==> config.mk <==
export PLATFORM = sky130hd
export DESIGN_NAME = io_port_arbiter
export DESIGN_NICKNAME = d
export VERILOG_FILES = /design/src/rtl/io_port_arbiter.sv
export SDC_FILE = /design/constraint.sdc
export NUM_CORES = 1
export LEC_CHECK = 0
export ABC_AREA = 0
export CORE_MARGIN = 4
export CORE_UTILIZATION = 43
export CTS_CLUSTER_DIAMETER = 200
export CTS_CLUSTER_SIZE = 10
export DETAILED_ROUTE_END_ITERATION = 10
export PLACE_DENSITY = 0.95
export SLEW_MARGIN = 20
export SYNTH_ARGS = -nofsm -noshare
export SYNTH_HDL_FRONTEND = slang
export SYNTH_SLANG_ARGS = --single-unit
==> constraint.sdc <==
create_clock -name clk -period 2.35 [get_ports clk]
set_clock_uncertainty 0.1 [all_clocks]
set_input_delay 0.235 -clock clk [delete_from_list [all_inputs] [get_ports clk]]
set_output_delay 0.235 -clock clk [all_outputs]
set_load 0.02 [all_outputs]
==> src/rtl/io_port_arbiter.sv <==
// io_port_arbiter: serialises single-beat read/write transactions from the CPU
// and the DMA engine onto the shared 4-port I/O module. Each transaction takes
// four cycles: IDLE (sample/grant), ACCESS (io_we), WAIT (capture io_rdata), and
// ACK (one-cycle pulse to the owner).
module io_port_arbiter #(
    parameter int   DATA_W   = 8,
    parameter logic CPU_PRIO = 1'b0   // 0: alternate on ties, 1: CPU always wins ties
) (
    input  logic              clk,
    input  logic              reset,

    input  logic              cpu_req,
    input  logic              cpu_we,
    input  logic [1:0]        cpu_port,
    input  logic [DATA_W-1:0] cpu_wdata,
    output logic              cpu_ack,
    output logic [DATA_W-1:0] cpu_rdata,

    input  logic              dma_req,
    input  logic              dma_we,
    input  logic [1:0]        dma_port,
    input  logic [DATA_W-1:0] dma_wdata,
    output logic              dma_ack,
    output logic [DATA_W-1:0] dma_rdata,

    output logic              io_we,
    output logic [1:0]        io_sel_port,
    output logic [DATA_W-1:0] io_wdata,
    input  logic [DATA_W-1:0] io_rdata,

    output logic              busy,
    output logic              owner
);

    typedef enum logic [1:0] {
        S_IDLE   = 2'd0,
        S_ACCESS = 2'd1,
        S_WAIT   = 2'd2,
        S_ACK    = 2'd3
    } state_t;

    state_t              state_q, state_d;

    // io_sel_port_q / io_wdata_q double as the latched transaction fields:
    // they are loaded on the grant edge and held until the next grant, which
    // keeps the port mux stable while idle.
    logic                io_we_q;
    logic [1:0]          io_sel_port_q;
    logic [DATA_W-1:0]   io_wdata_q;
    logic                owner_q;
    logic                cpu_ack_q, dma_ack_q;
    logic [DATA_W-1:0]   cpu_rdata_q, dma_rdata_q;

    logic                grant_dma;
    logic                load;
    logic                capture;
    logic                win_we;
    logic [1:0]          win_port;
    logic [DATA_W-1:0]   win_wdata;

    // Winner selection: a lone requester always wins; on a tie either the CPU
    // wins outright or the requester that did not own the last grant wins.
    always_comb begin
        grant_dma = 1'b0;
        if (cpu_req && dma_req) begin
            grant_dma = CPU_PRIO ? 1'b0 : ~owner_q;
        end else begin
            grant_dma = dma_req;
        end
        win_we    = grant_dma ? dma_we    : cpu_we;
        win_port  = grant_dma ? dma_port  : cpu_port;
        win_wdata = grant_dma ? dma_wdata : cpu_wdata;
    end

    // Next-state logic; requests are only looked at while idle.
    always_comb begin
        state_d = state_q;
        load    = 1'b0;
        capture = 1'b0;
        unique case (state_q)
            S_IDLE: begin
                if (cpu_req || dma_req) begin
                    load    = 1'b1;
                    state_d = S_ACCESS;
                end
            end
            S_ACCESS: state_d = S_WAIT;
            S_WAIT: begin
                capture = 1'b1;
                state_d = S_ACK;
            end
            S_ACK:    state_d = S_IDLE;
            default:  state_d = S_IDLE;
        endcase
    end

    // State register.
    always_ff @(posedge clk) begin
        if (reset) begin
            state_q <= S_IDLE;
        end else begin
            state_q <= state_d;
        end
    end

    // Grant latch, write strobe, read-data capture and ack pulses.
    always_ff @(posedge clk) begin
        if (reset) begin
            io_we_q       <= 1'b0;
            io_sel_port_q <= 2'd0;
            io_wdata_q    <= '0;
            owner_q       <= 1'b1;   // CPU wins the first tie
            cpu_ack_q     <= 1'b0;
            dma_ack_q     <= 1'b0;
            cpu_rdata_q   <= '0;
            dma_rdata_q   <= '0;
        end else begin
            // io_we is only ever high in ACCESS, the cycle right after grant.
            io_we_q   <= load & win_we;
            // Acks land in ACK, the cycle after capture; only the owner's fires.
            cpu_ack_q <= capture & ~owner_q;
            dma_ack_q <= capture &  owner_q;
            if (load) begin
                io_sel_port_q <= win_port;
                io_wdata_q    <= win_wdata;
                owner_q       <= grant_dma;
            end
            // Capture on both reads and writes; io_rdata is valid one cycle
            // after sel_port changed, i.e. during WAIT.
            if (capture) begin
                if (owner_q) begin
                    dma_rdata_q <= io_rdata;
                end else begin
                    cpu_rdata_q <= io_rdata;
                end
            end
        end
    end

    assign io_we       = io_we_q;
    assign io_sel_port = io_sel_port_q;
    assign io_wdata    = io_wdata_q;
    assign cpu_ack     = cpu_ack_q;
    assign dma_ack     = dma_ack_q;
    assign cpu_rdata   = cpu_rdata_q;
    assign dma_rdata   = dma_rdata_q;
    assign owner       = owner_q;
    assign busy        = (state_q != S_IDLE);

endmodule

* Word level (Yosys, flattened, before mapping)
Cells that the tools add are included. Widths: inputs -> output; s select.
Word-level totals: word-level logic and storage cells 32, bits of input ports 34, register bits after elaboration 32
Operators by class: muxes and demuxes 9, reductions and logical operators 6, bitwise logic cells 4, eq/ne operators 4
Operator list (count):
- $mux 8 | 1
- $pmux 2 s4 | 1
- $mux 1 | 5
- $eq 2x2->1 const B | 2
- $mux 2 | 2
- $reduce_and 2->1 | 2
- $and 1x1->1 | 3
- $eq 2x1->1 const B | 1
- $logic_not 2->1 | 1
- $ne 2x2->1 const B | 1
- $reduce_bool 2->1 | 1
- $logic_and 1x1->1 | 1
- $logic_or 1x1->1 | 1
- $not 1->1 | 1

* Logic depth before layout (Yosys ltp)
Gate-level depths: netlist of run 1.
word-level depth 4, depth in mapped cells 6, depth with buffers taken out 5

* Least setup slack after synthesis of run 1
OpenSTA, ideal clock, no wires.
kind register to register, start point register state_q[0], end point register dma_rdata_q[3], in the netlist dma_rdata[3], stages on the path, launching flop included 7, required time 2.118 ns, data arrival time 1.172 ns, path slack 0.945 ns, period minus slack after synthesis 1.405 ns, setup time 0.132 ns, buffers on the path 1, cell sequence dfxtp_1 > inv_1 > ha_1 > clkbuf_1 > nand2_1 > nand2_1 > a21oi_1
Between the ends: cells in the longest elaborated chain, start to end 3
Ends and longest elaborated chain:
- start, declared | line 42 | state_t state_q, state_d;
- start signal, assigned | line 102 | state_q <= state_d;
- $eq 2x2->1 | line 80 | unique case (state_q)
- $mux 1 | line 80
- $reduce_and 2->1 (no source line)
- end signal, assigned | line 132 | dma_rdata_q <= io_rdata;
- end, declared | line 52 | logic [DATA_W-1:0] cpu_rdata_q, dma_rdata_q;
No other way between the ends. A chain may end at the register's enable or synchronous reset.

* Worst setup path in the final report of run 1
start point register owner_q, in the netlist owner, end point output port owner
RTL lines:
- start, declared | line 50 | logic owner_q;
- start signal, assigned | line 126 | owner_q <= grant_dma;
- end, declared | line 32 | output logic owner
No word-level cell between the ends.

==> flow_metrics.env, run 1 <==
export IMPL_cts_setup_buffers=0
export IMPL_synth_cells=155
export IMPL_h_tree_depth=2
export IMPL_whs_ps=357
export IMPL_worstMarginPinSlew_ps=570
export IMPL_synth_mux_area_fraction_pct=1.49
export IMPL_end_kind="output pin"
export IMPL_dpl_hpwl_mm=2.65
export IMPL_ios=65
export IMPL_clockRootBuffer="clkbuf_4"
export IMPL_die_w_um=63.9
export IMPL_synth_top_family_by_area="simple AND/OR/NAND/NOR gates"
export IMPL_slew_headroom_pct=62.0
export IMPL_synth_warnings=0
export IMPL_dieArea_um2=4080
export IMPL_place_congestion=0.782
export IMPL_cts_buffer_depth=2
export IMPL_switching_share_pct=37.5
export IMPL_rows=20
export IMPL_wirelength_mm=3.51
export IMPL_grt_setup_unrepaired="no"
export IMPL_highest_layer="met4"
export IMPL_min_period_over_period_pct=87.7
export IMPL_crit_required_ps=2020
export IMPL_vias_per_cell=4.78
export IMPL_status="finished clean"
export IMPL_syn2layout_area_growth_pct=54.1
export IMPL_firstDrtPassIters=5
export IMPL_critical_path_cell_chain="clkdlybuf4s50_1"
export IMPL_wl_per_cell_um=13.3
export IMPL_placed_area_um2=2010
export IMPL_cts_made_buffers=5
export IMPL_drv_slew=0
export IMPL_wl_met1_mm=1.36
export IMPL_grt_max_degree=22
export IMPL_postLayoutCellArea_um2=2070
export IMPL_p_switching_mw=0.750
export IMPL_layout_common_cells="64 x clkdlybuf4s50_1, 45 x nand2_1, 32 x dfxtp_1"
export IMPL_grt_overflow=0
export IMPL_ir_worst_vdd_mv=0.444
export IMPL_setup_viol_count_final=0
export IMPL_hold_path_class="reg -> reg"
export IMPL_ys_ff_latch=32
export IMPL_hold_buffers=0
export IMPL_maxCapViolCount=0
export IMPL_n_fill_cell=246
export IMPL_cts_tree="yes"
export IMPL_power_share_clock_pct=16.1
export IMPL_yosys_area_share_simple_pct=22.4
export IMPL_arrival_ps=1730
export IMPL_synthFlopType="dfxtp_1"
export IMPL_hold_viol=0
export IMPL_core_area_um2=3030
export IMPL_syn_num_nets=192
export IMPL_drcViolationCount=0
export IMPL_drive_gt1_share_pct=9.55
export IMPL_met3_length_um=103
export IMPL_p_leak_nw=0.758
export IMPL_min_period_ps=2060
export IMPL_die_height_um=63.9
export IMPL_p_int_mw=1.25
export IMPL_vias=1261
export IMPL_power_density_nw_per_um2=967
export IMPL_clk_pin_slew_worst_paths_ps=90
export IMPL_ant_nets=0
export IMPL_io_buffer_count=64
export IMPL_synth_edf_count=0
export IMPL_drt_initial_drc_count=12
export IMPL_worstPathMaxFanout=16
export IMPL_synthAdderAreaFrac_pct=2.80
export IMPL_floorplan_initialDensity_pct=44.3
export IMPL_grt_pass1_vias=1279
export IMPL_yosysUniqueCellTypes=24
export IMPL_max_stage_delay_ps=720
export IMPL_grt_total_usage_pct=18.2
export IMPL_fin_setup_tns_ps=0
export IMPL_final_common_cell="clkdlybuf4s50_1"
export IMPL_cts_resized=0
export IMPL_cp_slowest_cell="clkdlybuf4s50_1"
export IMPL_syn_area_per_cell_um2=8.65
export IMPL_path_class="reg -> out"
export IMPL_clock_latency_ps=330
export IMPL_nets=256
export IMPL_synth_xor_area_share_pct=0
export IMPL_synth_seq_area_share_pct=47.8
export IMPL_clock_sinks=32
export IMPL_crit_family="buffers and inverters"
export IMPL_p_seq_share_pct=37.5
export IMPL_cp_num_buf_inv=1
export IMPL_start_kind="flip-flop"
export IMPL_synth_area_um2=1340
export IMPL_diodes=0
export IMPL_comb_power_share_pct=46.4
export IMPL_antenna_found_initial=0
export IMPL_ys_async_sr_fraction_pct=0
export IMPL_final_util_pct=68.3
export IMPL_fmax_mhz=485
export IMPL_synth_compound_area_share_pct=20.9
export IMPL_met2_length_mm=1.92
export IMPL_grt_first_pass_wirelength_mm=5.74
[final timing paths]
path / startpoint / cells past startpoint / endpoint / slack [ps]
setup / recovery: owner / 1 / owner / 290
hold / removal: cpu_rdata[5] / 2 / cpu_rdata[5] / 360
setup reg to reg: state_q[0] / 5 / io_sel_port[1] / 630
hold reg to reg: cpu_rdata[5] / 2 / cpu_rdata[5] / 360
[area by class of cell]
cell class                      count  area [µm²]  area share (%)
Multi-Input combinational cell    110         638            30.9
Timing Repair Buffer               67         663            32.1
Inverter                            3        11.3           0.545
Sequential cell                    32         641            31.0
Tap cell                           44        55.1            2.66
Clock buffer                        8        58.8            2.85
[metal layers]
metal	vias up	track usage, %
met5	-	0
met4	0	10.2
met3	12	4.57
met2	27	32.1
met1	571	19.6
li1	651	-
[synth_stat cells (2+ instances only)]
master    count  area share (%)
a311oi_2      9              10
mux2i_1       2             1.5
dfxtp_1      32              48
buf_2         2            0.75
buf_4         3             1.7
clkbuf_1      4             1.1
nand2_1      45              13
ha_1          3             2.8
nor2_1       15             4.2
nand3_1       8             3.0
inv_1         3            0.84
a21oi_1      17             6.3
[per-stage QoR]
step	cells	power, mW	setup WS, ps
final	264	2.00	288
after global routing	264	2.12	184
after CTS	264	2.02	265
after detailed placement	256	1.69	464
after global placement	256	1.66	579
after floorplan	155	1.33	945
[power groups by stage]
stage | sequential (mW) | clock [mW] | combinational (mW)
after floorplan | 0.879 | 0 | 0.454
after global placement | 0.757 | 0 | 0.905
after detailed placement | 0.762 | 0 | 0.930
after CTS | 0.750 | 0.332 | 0.938
after global routing | 0.772 | 0.355 | 0.993
final | 0.749 | 0.321 | 0.928
[flip-flops by register name, summed over array words and instances (netlist names)]
signal / flops
cpu_rdata: 8
cpu_ack: 1
dma_rdata: 8
state_q: 2
io_wdata: 8
io_sel_port: 2
owner: 1
dma_ack: 1
io_we: 1
[kinds of logic after synthesis]
kind of cell               Yosys count
DFF                                 32
and+or+nand+nor                     73
AOI/OAI and AO/OA                   32
buffers and inverters               13
adders and majority gates            3
muxes                                2
(Power assumes the default switching activity.)
==> run 2, diff against run 1 <==
--- a/config.mk
+++ b/config.mk
@@ -12,6 +12,8 @@
 export CTS_CLUSTER_SIZE = 10
 export DETAILED_ROUTE_END_ITERATION = 10
 export PLACE_DENSITY = 0.95
+export RECOVER_POWER = 100
+export SKIP_CTS_REPAIR_TIMING = 1
 export SLEW_MARGIN = 20
 export SYNTH_ARGS = -nofsm -noshare
 export SYNTH_HDL_FRONTEND = slang
==> run 2 against run 1 <==
Compared with the run above:
- critical path depth unchanged
- worst hold slack lost 3.4 ps
- sequential share of layout area hardly changed
- global-route usage unchanged
- wire length down 0.91%
- non-clock buffer count is the same
- clock-buffer cell count unchanged
- combinational power is 4.7% lower
- cell count did not move
- total power shrank 2.5%
- sequential cell count stayed put
- critical endpoint unchanged
- largest power group unchanged
==> flow_metrics.env, run 2 (synthesized netlist as in run 1, its figures left out) <==
export IMPL_dpl_hpwl_mm=2.65
export IMPL_grt_pass1_vias=1279
export IMPL_maxCapViolCount=0
export IMPL_power_density_nw_per_um2=943
export IMPL_clk_pin_slew_worst_paths_ps=90
export IMPL_diodes=0
export IMPL_drcViolationCount=0
export IMPL_fin_ws_ps=252
export IMPL_clock_sinks=32
export IMPL_p_int_mw=1.20
export IMPL_max_stage_delay_ps=760
export IMPL_crit_family="buffers and inverters"
export IMPL_firstDrtPassIters=4
export IMPL_switching_share_pct=38.2
export IMPL_grt_max_degree=22
export IMPL_arrival_ps=1760
export IMPL_wirelength_mm=3.48
export IMPL_fmax_mhz=477
export IMPL_min_period_over_period_pct=89.3
export IMPL_grt_setup_unrepaired="no"
export IMPL_worstPathMaxFanout=16
export IMPL_io_buffer_count=64
export IMPL_start_kind="flip-flop"
export IMPL_drive_gt1_share_pct=9.09
export IMPL_final_util_pct=68.2
export IMPL_crit_required_ps=2020
export IMPL_dpl_worst_slack_ps=464
export IMPL_grt_first_pass_wirelength_mm=5.74
export IMPL_cts_buffer_depth=2
export IMPL_status="finished clean"
export IMPL_n_fill_cell=246
export IMPL_die_w_um=63.9
export IMPL_final_common_cell="nand2_1"
export IMPL_postLayoutCellArea_um2=2070
export IMPL_setup_viol_count_final=0
export IMPL_vias=1241
export IMPL_core_area_um2=3030
export IMPL_placed_area_um2=2010
export IMPL_min_period_ps=2100
export IMPL_floorplan_initialDensity_pct=44.3
export IMPL_cp_slowest_cell="dlygate4sd3_1"
export IMPL_cts_made_buffers=5
export IMPL_clock_latency_ps=330
export IMPL_dieArea_um2=4080
export IMPL_worstMarginPinSlew_ps=816
export IMPL_fin_setup_tns_ps=0
export IMPL_die_height_um=63.9
export IMPL_cp_num_buf_inv=1
export IMPL_vias_per_cell=4.70
export IMPL_nets=256
export IMPL_ir_worst_vdd_mv=0.430
export IMPL_place_congestion=0.782
export IMPL_layout_common_cells="45 x nand2_1, 33 x clkdlybuf4s50_1, 32 x dfxtp_1"
export IMPL_grt_total_usage_pct=18.2
export IMPL_fin_cells=264
export IMPL_p_leak_nw=0.843
export IMPL_antenna_found_initial=0
export IMPL_regToRegSetupSlack_ps=360
export IMPL_drt_initial_drc_count=14
export IMPL_power_share_clock_pct=16.4
export IMPL_rows=20
export IMPL_syn2layout_area_growth_pct=54.0
export IMPL_comb_power_share_pct=45.4
export IMPL_ios=65
export IMPL_placed_cells=256
export IMPL_p_total_mw=1.95
export IMPL_grt_overflow=0
export IMPL_p_seq_share_pct=38.2
export IMPL_hold_viol=0
export IMPL_critical_path_cell_chain="dlygate4sd3_1"
export IMPL_clockRootBuffer="clkbuf_4"
export IMPL_cts_tree="yes"
export IMPL_whs_ps=354
export IMPL_path_class="reg -> out"
export IMPL_p_switching_mw=0.744
export IMPL_end_kind="output pin"
export IMPL_h_tree_depth=2
export IMPL_hold_path_class="reg -> reg"
export IMPL_wl_per_cell_um=13.2
export IMPL_drv_slew=0
export IMPL_ant_nets=0
export IMPL_slew_headroom_pct=45.6
## run 2: cell types whose count changed in the layout (fill, tap and decap cells not counted)
cell,previous run,this run
clkdlybuf4s50_1,64,33
dlygate4sd3_1,0,31
o21a_1,0,1
o21a_2,1,0
## run 2: final cells by class
type	instances	area (µm²)	share of cell area, %
repair buffers	67	663	32.1
flip-flops and latches	32	641	31.0
clock buffers	8	58.8	2.85
inverters	3	11.3	0.545
well taps	44	55.1	2.67
multi-input cells	110	637	30.8
## run 2: metal layers
layer	up-vias	global-route usage (%)	wire length, µm
met5	-	0	0
met2	23	32.1	1900
met1	554	19.6	1360
met3	12	4.57	87
met4	0	10.2	129
li1	652	-	-
## run 2: path summary, 6_finish.rpt
path                                    from              to  cells past startpoint
worst max-delay path                   owner           owner                      1
worst min-delay path            cpu_rdata[5]    cpu_rdata[5]                      2
worst max register to register    state_q[0]  io_sel_port[1]                      5
worst min register to register  cpu_rdata[5]    cpu_rdata[5]                      2
## run 2: power by group through the flow
stage               sequential [mW]  clock [mW]  combinational [mW]
floorplan                     0.879           0               0.454
global placement              0.757           0               0.905
detailed placement            0.762           0               0.930
CTS                           0.750       0.332               0.938
global route                  0.768       0.355               0.950
finish                        0.745       0.320               0.884
==> run 3, diff against run 2 <==
--- a/config.mk
+++ b/config.mk
@@ -6,7 +6,6 @@
 export NUM_CORES = 1
 export LEC_CHECK = 0
 export ABC_AREA = 0
-export CORE_MARGIN = 4
 export CORE_UTILIZATION = 43
 export CTS_CLUSTER_DIAMETER = 200
 export CTS_CLUSTER_SIZE = 10
==> constraint.sdc (replaced) <==
create_clock -name clk -period 2.35 [get_ports clk]
set_clock_uncertainty 0.1 [all_clocks]
set_input_delay 0.5875 -clock clk [delete_from_list [all_inputs] [get_ports clk]]
set_output_delay 0.5875 -clock clk [all_outputs]
set_load 0.02 [all_outputs]
==> run 3 against run 2 <==
Compared with the run above:
- the run now ends with design-rule violations left
- sequential share of layout area is 0.28 points higher
- critical path depth stayed put
- cell count is 4.5% lower
- wire length is 0.92% lower
- sequential cell count stayed put
- cell area is 0.91% lower
- combinational power is 1% higher
- sequential power is 2% lower
- first-iteration DRC count grew to 4.4 times the previous value
- core utilization is 3.5 points higher
- global-route usage is 4.0 points higher
- total power is 0.25% higher
- highest routed layer unchanged
==> flow_metrics.env, run 3 (synthesized netlist as in run 1, its figures left out) <==
export IMPL_wl_per_cell_um=13.7
export IMPL_layout_common_cells="45 x nand2_1, 32 x dfxtp_1, 32 x dlygate4sd3_1"
export IMPL_drv_slew=0
export IMPL_min_period_over_period_pct=87.8
export IMPL_p_seq_share_pct=37.2
export IMPL_max_stage_delay_ps=680
export IMPL_grt_pass1_vias=1266
export IMPL_grt_max_degree=22
export IMPL_rows=19
export IMPL_whs_ps=358
export IMPL_clk_pin_slew_worst_paths_ps=100
export IMPL_ios=65
export IMPL_power_density_nw_per_um2=954
export IMPL_switching_share_pct=39.3
export IMPL_status="finished with violations"
export IMPL_worstPathMaxFanout=2
export IMPL_p_total_mw=1.95
export IMPL_min_period_ps=2060
export IMPL_drcViolationCount=1
export IMPL_grt_setup_unrepaired="no"
export IMPL_path_class="reg -> out"
export IMPL_cp_slowest_cell="dlygate4sd3_1"
export IMPL_wirelength_mm=3.44
export IMPL_drive_gt1_share_pct=9.95
export IMPL_place_congestion=0.767
export IMPL_p_switching_mw=0.767
export IMPL_crit_required_ps=1660
export IMPL_ir_worst_vdd_mv=0.524
export IMPL_crit_family="buffers and inverters"
export IMPL_p_leak_nw=0.843
export IMPL_clockRootBuffer="clkbuf_4"
export IMPL_syn2layout_area_growth_pct=52.6
export IMPL_start_kind="flip-flop"
export IMPL_p_int_mw=1.19
export IMPL_setup_viol_count_final=0
export IMPL_dpl_hpwl_mm=2.62
export IMPL_grt_overflow=0
export IMPL_arrival_ps=1380
export IMPL_dieArea_um2=3350
export IMPL_diodes=0
export IMPL_core_area_um2=2850
export IMPL_cts_tree="yes"
export IMPL_fmax_mhz=484
export IMPL_hold_viol=0
export IMPL_drt_initial_drc_count=62
export IMPL_cts_made_buffers=5
export IMPL_vias_per_cell=5.19
export IMPL_antenna_found_initial=0
export IMPL_fin_cells=252
export IMPL_dpl_worst_slack_ps=160
export IMPL_clock_latency_ps=330
export IMPL_final_common_cell="nand2_1"
export IMPL_cts_buffer_depth=2
export IMPL_grt_first_pass_wirelength_mm=5.58
export IMPL_placed_cells=244
export IMPL_hold_path_class="reg -> reg"
export IMPL_slew_headroom_pct=50.4
export IMPL_comb_power_share_pct=45.9
export IMPL_clock_sinks=32
export IMPL_h_tree_depth=2
export IMPL_worstMarginPinSlew_ps=744
export IMPL_floorplan_initialDensity_pct=47.0
export IMPL_violations="design-rule violations"
export IMPL_cp_num_buf_inv=1
export IMPL_ant_nets=0
export IMPL_fin_ws_ps=286
export IMPL_maxCapViolCount=0
export IMPL_die_height_um=57.9
export IMPL_vias=1308
export IMPL_io_buffer_count=64
export IMPL_critical_path_cell_chain="dlygate4sd3_1"
export IMPL_firstDrtPassIters=7
export IMPL_power_share_clock_pct=16.9
export IMPL_grt_total_usage_pct=22.2
export IMPL_die_w_um=57.9
export IMPL_nets=257
export IMPL_fin_setup_tns_ps=0
export IMPL_end_kind="output pin"
run 3: cell type report:
type	count	area, µm²
clock inverters	2	10.0
multi-input cells	110	638
flip-flops and latches	32	641
clock buffers	6	51.3
fillers	211	806
repair buffers	68	657
inverters	3	11.3
well taps	31	38.8
run 3: routing by layer:
metal	up-vias	wire length (µm)	GRT usage, %
li1	655	-	-
met1	613	1350	24.0
met2	31	1880	39.4
met3	9	144	6.70
met4	0	68	10.9
met5	-	0	0
run 3: tightest hold or removal path, cell delays in order (launching register included):
cell and delay (ps):
dfxtp_1 320, nand2_1 50, a21oi_1 50
run 3: stage by stage:
step	area [µm²]	util [%]
after global placement	2000	70.1
after global routing	2050	71.8
after floorplan	1340	-
final	2050	71.8
after detailed placement	2000	70.1
after CTS	2060	72.2
run 3: path summary, 6_finish.rpt:
kind	to	slack, ps	from	depth (start not counted)
worst max register to register	cpu_rdata[6]	490	state_q[0]	6
worst min-delay path	cpu_rdata[4]	360	cpu_rdata[4]	2
worst max-delay path	io_wdata[0]	290	io_wdata[0]	1
worst min register to register	cpu_rdata[4]	360	cpu_rdata[4]	2
run 3: power groups by stage:
stage | registers (mW) | clock network (mW) | logic [mW]
finish | 0.727 | 0.329 | 0.897
global route | 0.742 | 0.359 | 0.977
CTS | 0.732 | 0.335 | 0.960
detailed placement | 0.744 | 0 | 0.953
global placement | 0.740 | 0 | 0.922
floorplan | 0.879 | 0 | 0.454
==> edit 1: new RTL, flow settings as in run 2 <==
`DATA_W`: 8 -> 10.
--- a/src/rtl/io_port_arbiter.sv
+++ b/src/rtl/io_port_arbiter.sv
@@ -3,7 +3,7 @@
 // four cycles: IDLE (sample/grant), ACCESS (io_we), WAIT (capture io_rdata), and
 // ACK (one-cycle pulse to the owner).
 module io_port_arbiter #(
-    parameter int   DATA_W   = 8,
+    parameter int   DATA_W   = 10,
     parameter logic CPU_PRIO = 1'b0   // 0: alternate on ties, 1: CPU always wins ties
 ) (
     input  logic              clk,
Ports: changed (6 resized); port bits go from 65 to 77. No check against the original RTL was run, so the function may have changed too.
==> edit 1 against run 2 <==
Design area increased by 20%. Total power increased by 31%. Die area increased by 16%. Area after synthesis increased by 18%. Sequential cell count increased by 6. Sequential power increased by 17%. Routed wire length increased by 13%. Worst hold slack got worse by 0.0011 ns. Largest cell class unchanged. Synthesized cell count increased by 19%. Critical path depth increased by 3. Worst setup slack improved by 0.086 ns. Maximum frequency increased by 4.3%. Core utilization increased by 4.0 points.
==> edit 1: results (changes against run 2) <==
| Metric | Value |
|---|---|
| Final Hold Slack | 0.3526 ns (-0.001064 ns) |
| Worst-path maximum fanout | 5 (-11) |
| Hold path endpoint | cpu_rdata[7] |
| M1 wire length | 1594 um (+17%) |
| Netlist cell types | 23 (-4.2%) |
| Worst EP arrival | 1.68 ns (-0.08 ns) |
| Routed vias/inst | 4.852 (+3.2%) |
| First-pass GRT wire length | 5975 um (+4.1%) |
| Root buffer cell | clkbuf_8 |
| Post-synthesis mux area share | 1.266% (-0.23 points) |
| Setup WS pre-CTS | 0.4407 ns (-0.02328 ns) |
| GRT Resource Usage Total | 17.18% (-1.0 points) |
| DR WL met2 | 1703 um (-10%) |
| Placed Instance Area | 0.002342 mm2 (+17%) |
| Initial DRC count | 110 (+96) |
| Worst-skew pair later-pin latency | 0.28 ns (-0.05 ns) |
| Dpl hpwl | 2949 um (+11%) |
| Logic gate share of total power | 39.4% (-6.0 points) |
| Dpl cells | 297 (+16%) |
| Leak pwr | 1.016 nW (+21%) |
| Seq/Total Area, Yosys | 48.10% (+0.34 points) |
| Cells after Synth | 184 (+19%) |
| Number of buffers added on ports | 76 (+19%) |
| Wire length on met3 | 562 um (+550%) |
| Register-to-register setup slack | 0.60 ns (+0.24 ns) |
| Hold Startpoint | cpu_rdata[7] |
| Post-synth top cells | nand2_1 (65), dfxtp_1 (38), a21oi_1 (21), nor2_1 (17), a311oi_2 (10) |
| Post-synthesis adder-cell area fraction | 2.373% (-0.43 points) |
| Final Power | 2.559 mW (+31%) |
| Outcome | finished, final reports clean |
| WL per Instance | 12.85 um (-2.4%) |
| Final instance count without filler cells | 305 (+16%) |
| Largest net degree at the start of global routing | 26 (+18%) |
| Clock network fraction of total power | 26.5% (+10 points) |
| R2r endpoint | io_wdata[7] |
| Dominant cells by area after synthesis | dfxtp_1 (48%), nand2_1 (15%), a311oi_2 (9.5%) |
[edit 1: cell count changes in the layout (fill, tap and decap cells not counted), moves of 2 or more]
cell and change:
nand2_1 +20, nand3_1 -8, clkdlybuf4s50_1 +6, dfxtp_1 +6, dlygate4sd3_1 +6, clkbuf_4 -5
clkbuf_8 +5, a21oi_1 +4, bufinv_16 +2, clkbuf_1 -2, nor2_1 +2
[edit 1: layer usage]
metal / GRT usage, % / up-vias
met5: 0 / -
met4: 7.444 / 0
met3: 8.590 / 6
met2: 29.32 / 72
met1: 17.58 / 644
li1: - / 758
[edit 1: how the worst max path moves through the flow]
| stage | endpoint | slack (ns) | cells past startpoint |
|---|---|---|---|
| finish | busy | 0.34 | 4 |
| global route | busy | 0.24 | 4 |
| CTS | busy | 0.39 | 4 |
| detailed placement | io_wdata[7] | 0.44 | 4 |
| global placement | io_wdata[5] | 0.53 | 4 |
| floorplan | state_q[1] | 0.95 | 5 |
[edit 1: kinds of logic (layout without fill, tap and decap cells)]
kind of cell / count (synthesis) / after routing
simple gates: 88 / 88
compound gates: 38 / 38
flops: 38 / 38
buf+inv: 15 / 90
fa+ha+maj: 3 / 3
mux: 2 / 2
[edit 1: critical path, cell delays in order, from the launching register on]
cell,delay [ns]
dfxtp_1,0.33
inv_1,0.08
ha_1,0.26
inv_1,0.06
dlygate4sd3_1,0.66
[edit 1: area by class of cell]
cell class / count / area [um2]
clock buffers: 6 / 82.58
clock inverters: 2 / 60.06
fillers: 262 / 957.2
inverters: 3 / 11.26
multi-input cells: 131 / 729.5
flip-flops and latches: 38 / 760.7
well taps: 46 / 57.56
repair buffers: 79 / 783.3
==> edit 2: new RTL, config.mk and constraints of run 2 <==
Without the edit above. The 4 states of `state_t` get a one-hot encoding in 4 bits.
--- a/src/rtl/io_port_arbiter.sv
+++ b/src/rtl/io_port_arbiter.sv
@@ -32,11 +32,11 @@
     output logic              owner
 );
 
-    typedef enum logic [1:0] {
-        S_IDLE   = 2'd0,
-        S_ACCESS = 2'd1,
-        S_WAIT   = 2'd2,
-        S_ACK    = 2'd3
+    typedef enum logic [3:0] {
+        S_IDLE   = 4'b0001,
+        S_ACCESS = 4'b0010,
+        S_WAIT   = 4'b0100,
+        S_ACK    = 4'b1000
     } state_t;
 
     state_t              state_q, state_d;
Function: no difference found for any inputs over 10 cycles, from zero or initial values and one cycle with reset high; not proved beyond that.
==> edit 2 against run 2 <==
Worst setup slack got worse by 0.011 ns. Routed wire length rose by 3.6%. Design area rose by 6.1%. Area after synthesis rose by 11%. Sequential cell count rose by 2. Synthesized cell count fell by 8.4%. Global-route usage fell by 0.64 points. Critical path type unchanged.
Power is not compared: it rests on default switching activity, and its combinational part moved more than twofold at a synthesized area within 25%.
==> edit 2: results (changes against run 2) <==
| Metric | Value |
|---|---|
| Layout cells sized above 1 | 6.731% (-2.4 points) |
| CP endpoint | busy |
| GR Util met1 | 21.01% (+1.4 points) |
| Seq/Total Area, Yosys | 45.83% (-1.9 points) |
| Least-Margin Pin Slew | 0.6370 ns (-0.1788 ns) |
| Final instance count without filler cells | 254 (-3.8%) |
| Post-synth top cells | dfxtp_1 (34), nand2b_1 (25), mux2i_1 (17), inv_1 (11), o32ai_1 (10) |
| Syn_nets | 176 (-8.3%) |
| Met2 usage | 27.10% (-5.0 points) |
| Mean Syn Cell Area | 10.46 um2 (+21%) |
| Register-to-register setup slack | 0.49 ns (+0.13 ns) |
| Routed vias/inst | 5.071 (+7.9%) |
| Routed wire length | 3600 um (+3.6%) |
| Crit-path slowest cell | clkdlybuf4s50_1 |
| Netlist cell types | 26 (+8.3%) |
| Reg2Reg Depth | 4 (-1) |
| Met3 Use GR | 9.275% (+4.7 points) |
| Worst-path maximum fanout | 5 (-11) |
| Largest net degree at the start of global routing | 42 (+91%) |
| Initial DRC count | 66 (+52) |
| First-pass GRT wire length | 5878 um (+2.4%) |
| Hold depth | 2 (unchanged) |
| Outcome | finished, final reports clean |
| Critical path's largest stage delay | 0.55 ns (-0.21 ns) |
| GRT Resource Usage Total | 17.58% (-0.64 points) |
| Nets | 241 (-5.9%) |
| Dpl hpwl | 2636 um (-0.51%) |
| Dominant cells by area after synthesis | dfxtp_1 (46%), mux2i_1 (11%), nand2b_1 (11%) |
| RD Place Congestion | 0.7634 (-2.4%) |
| Number of antenna violations at the first check in global routing | 0 (unchanged) |
[edit 2: cell types whose count changed in the layout (fill, tap and decap cells not counted), sizes merged, moves of 3 or more]
cell,before,now
nand2,45,1
o21ai,0,3
ha,3,0
a21oi,17,0
inv,3,11
nand3,8,1
a221oi,0,10
nor2,15,7
o32ai,0,10
mux2i,2,17
nand2b,1,25
a311oi,10,0
[edit 2: layout make-up]
| cell class | count | area [um2] |
|---|---|---|
| Fill cell | 292 | 1146 |
| Inverter | 12 | 45.04 |
| Clock inverter | 3 | 45.04 |
| Sequential cell | 34 | 680.7 |
| Timing Repair Buffer | 68 | 664.4 |
| Clock buffer | 5 | 37.54 |
| Tap cell | 46 | 57.56 |
| Multi-Input combinational cell | 86 | 660.6 |
[edit 2: power by group through the flow]
| stage | logic (mW) | clock network, mW | registers [mW] |
|---|---|---|---|
| after floorplan | 0.154 | 0 | 0.688 |
| after global placement | 0.340 | 0 | 0.651 |
| after detailed placement | 0.343 | 0 | 0.654 |
| after CTS | 0.344 | 0.441 | 0.641 |
| after global routing | 0.327 | 0.467 | 0.645 |
| final | 0.302 | 0.426 | 0.639 |
[edit 2: kinds of logic after synthesis]
logic type             after synthesis  share of synthesized area (%)
AND/OR/NAND/NOR                     43                          17.86
flip-flops                          34                          45.83
AO/OA/AOI/OAI                       26                          18.37
buffers and inverters               22                          6.486
multiplexers                        17                          11.46
[edit 2: how the worst min path moves through the flow]
stage	slack, ns	from	to
floorplan	0.31	io_rdata[6]	dma_rdata[6]
global placement	0.35	io_sel_port[0]	io_sel_port[0]
detailed placement	0.35	io_wdata[5]	io_wdata[5]
CTS	0.36	io_rdata[4]	cpu_rdata[4]
global route	0.37	io_rdata[1]	cpu_rdata[1]
finish	0.37	io_wdata[5]	io_wdata[5]
[edit 2: through the flow]
| step | utilization (%) | setup slack, ns | power (mW) | area [um2] |
|---|---|---|---|---|
| after global routing | 65.65 | 0.09779 | 1.439 | 2191 |
| after CTS | 67.27 | 0.1943 | 1.426 | 2245 |
| after floorplan | - | 0.8550 | 0.8414 | 1485 |
| after detailed placement | 64.79 | 0.5218 | 0.9967 | 2162 |
| after global placement | 64.79 | 0.5719 | 0.9918 | 2162 |
| final | 65.65 | 0.2406 | 1.367 | 2191 |
[edit 2: worst min-delay path: cells and delay by family, from the launching register on]
| family | cells | cell delay, ns |
|---|---|---|
| AO/OA/AOI/OAI | 1 | 0.05 |
| buffers and inverters | 1 | 0.06 |
| flip-flops | 1 | 0.32 |
[edit 2: metal layers]
| layer | vias up | wire length (um) | part of all wire, % |
|---|---|---|---|
| li1 | 638 | - | - |
| met1 | 584 | 1529 | 42 |
| met2 | 61 | 1581 | 44 |
| met3 | 5 | 443 | 12 |
| met4 | 0 | 46 | 1.3 |
| met5 | - | 0 | 0 |
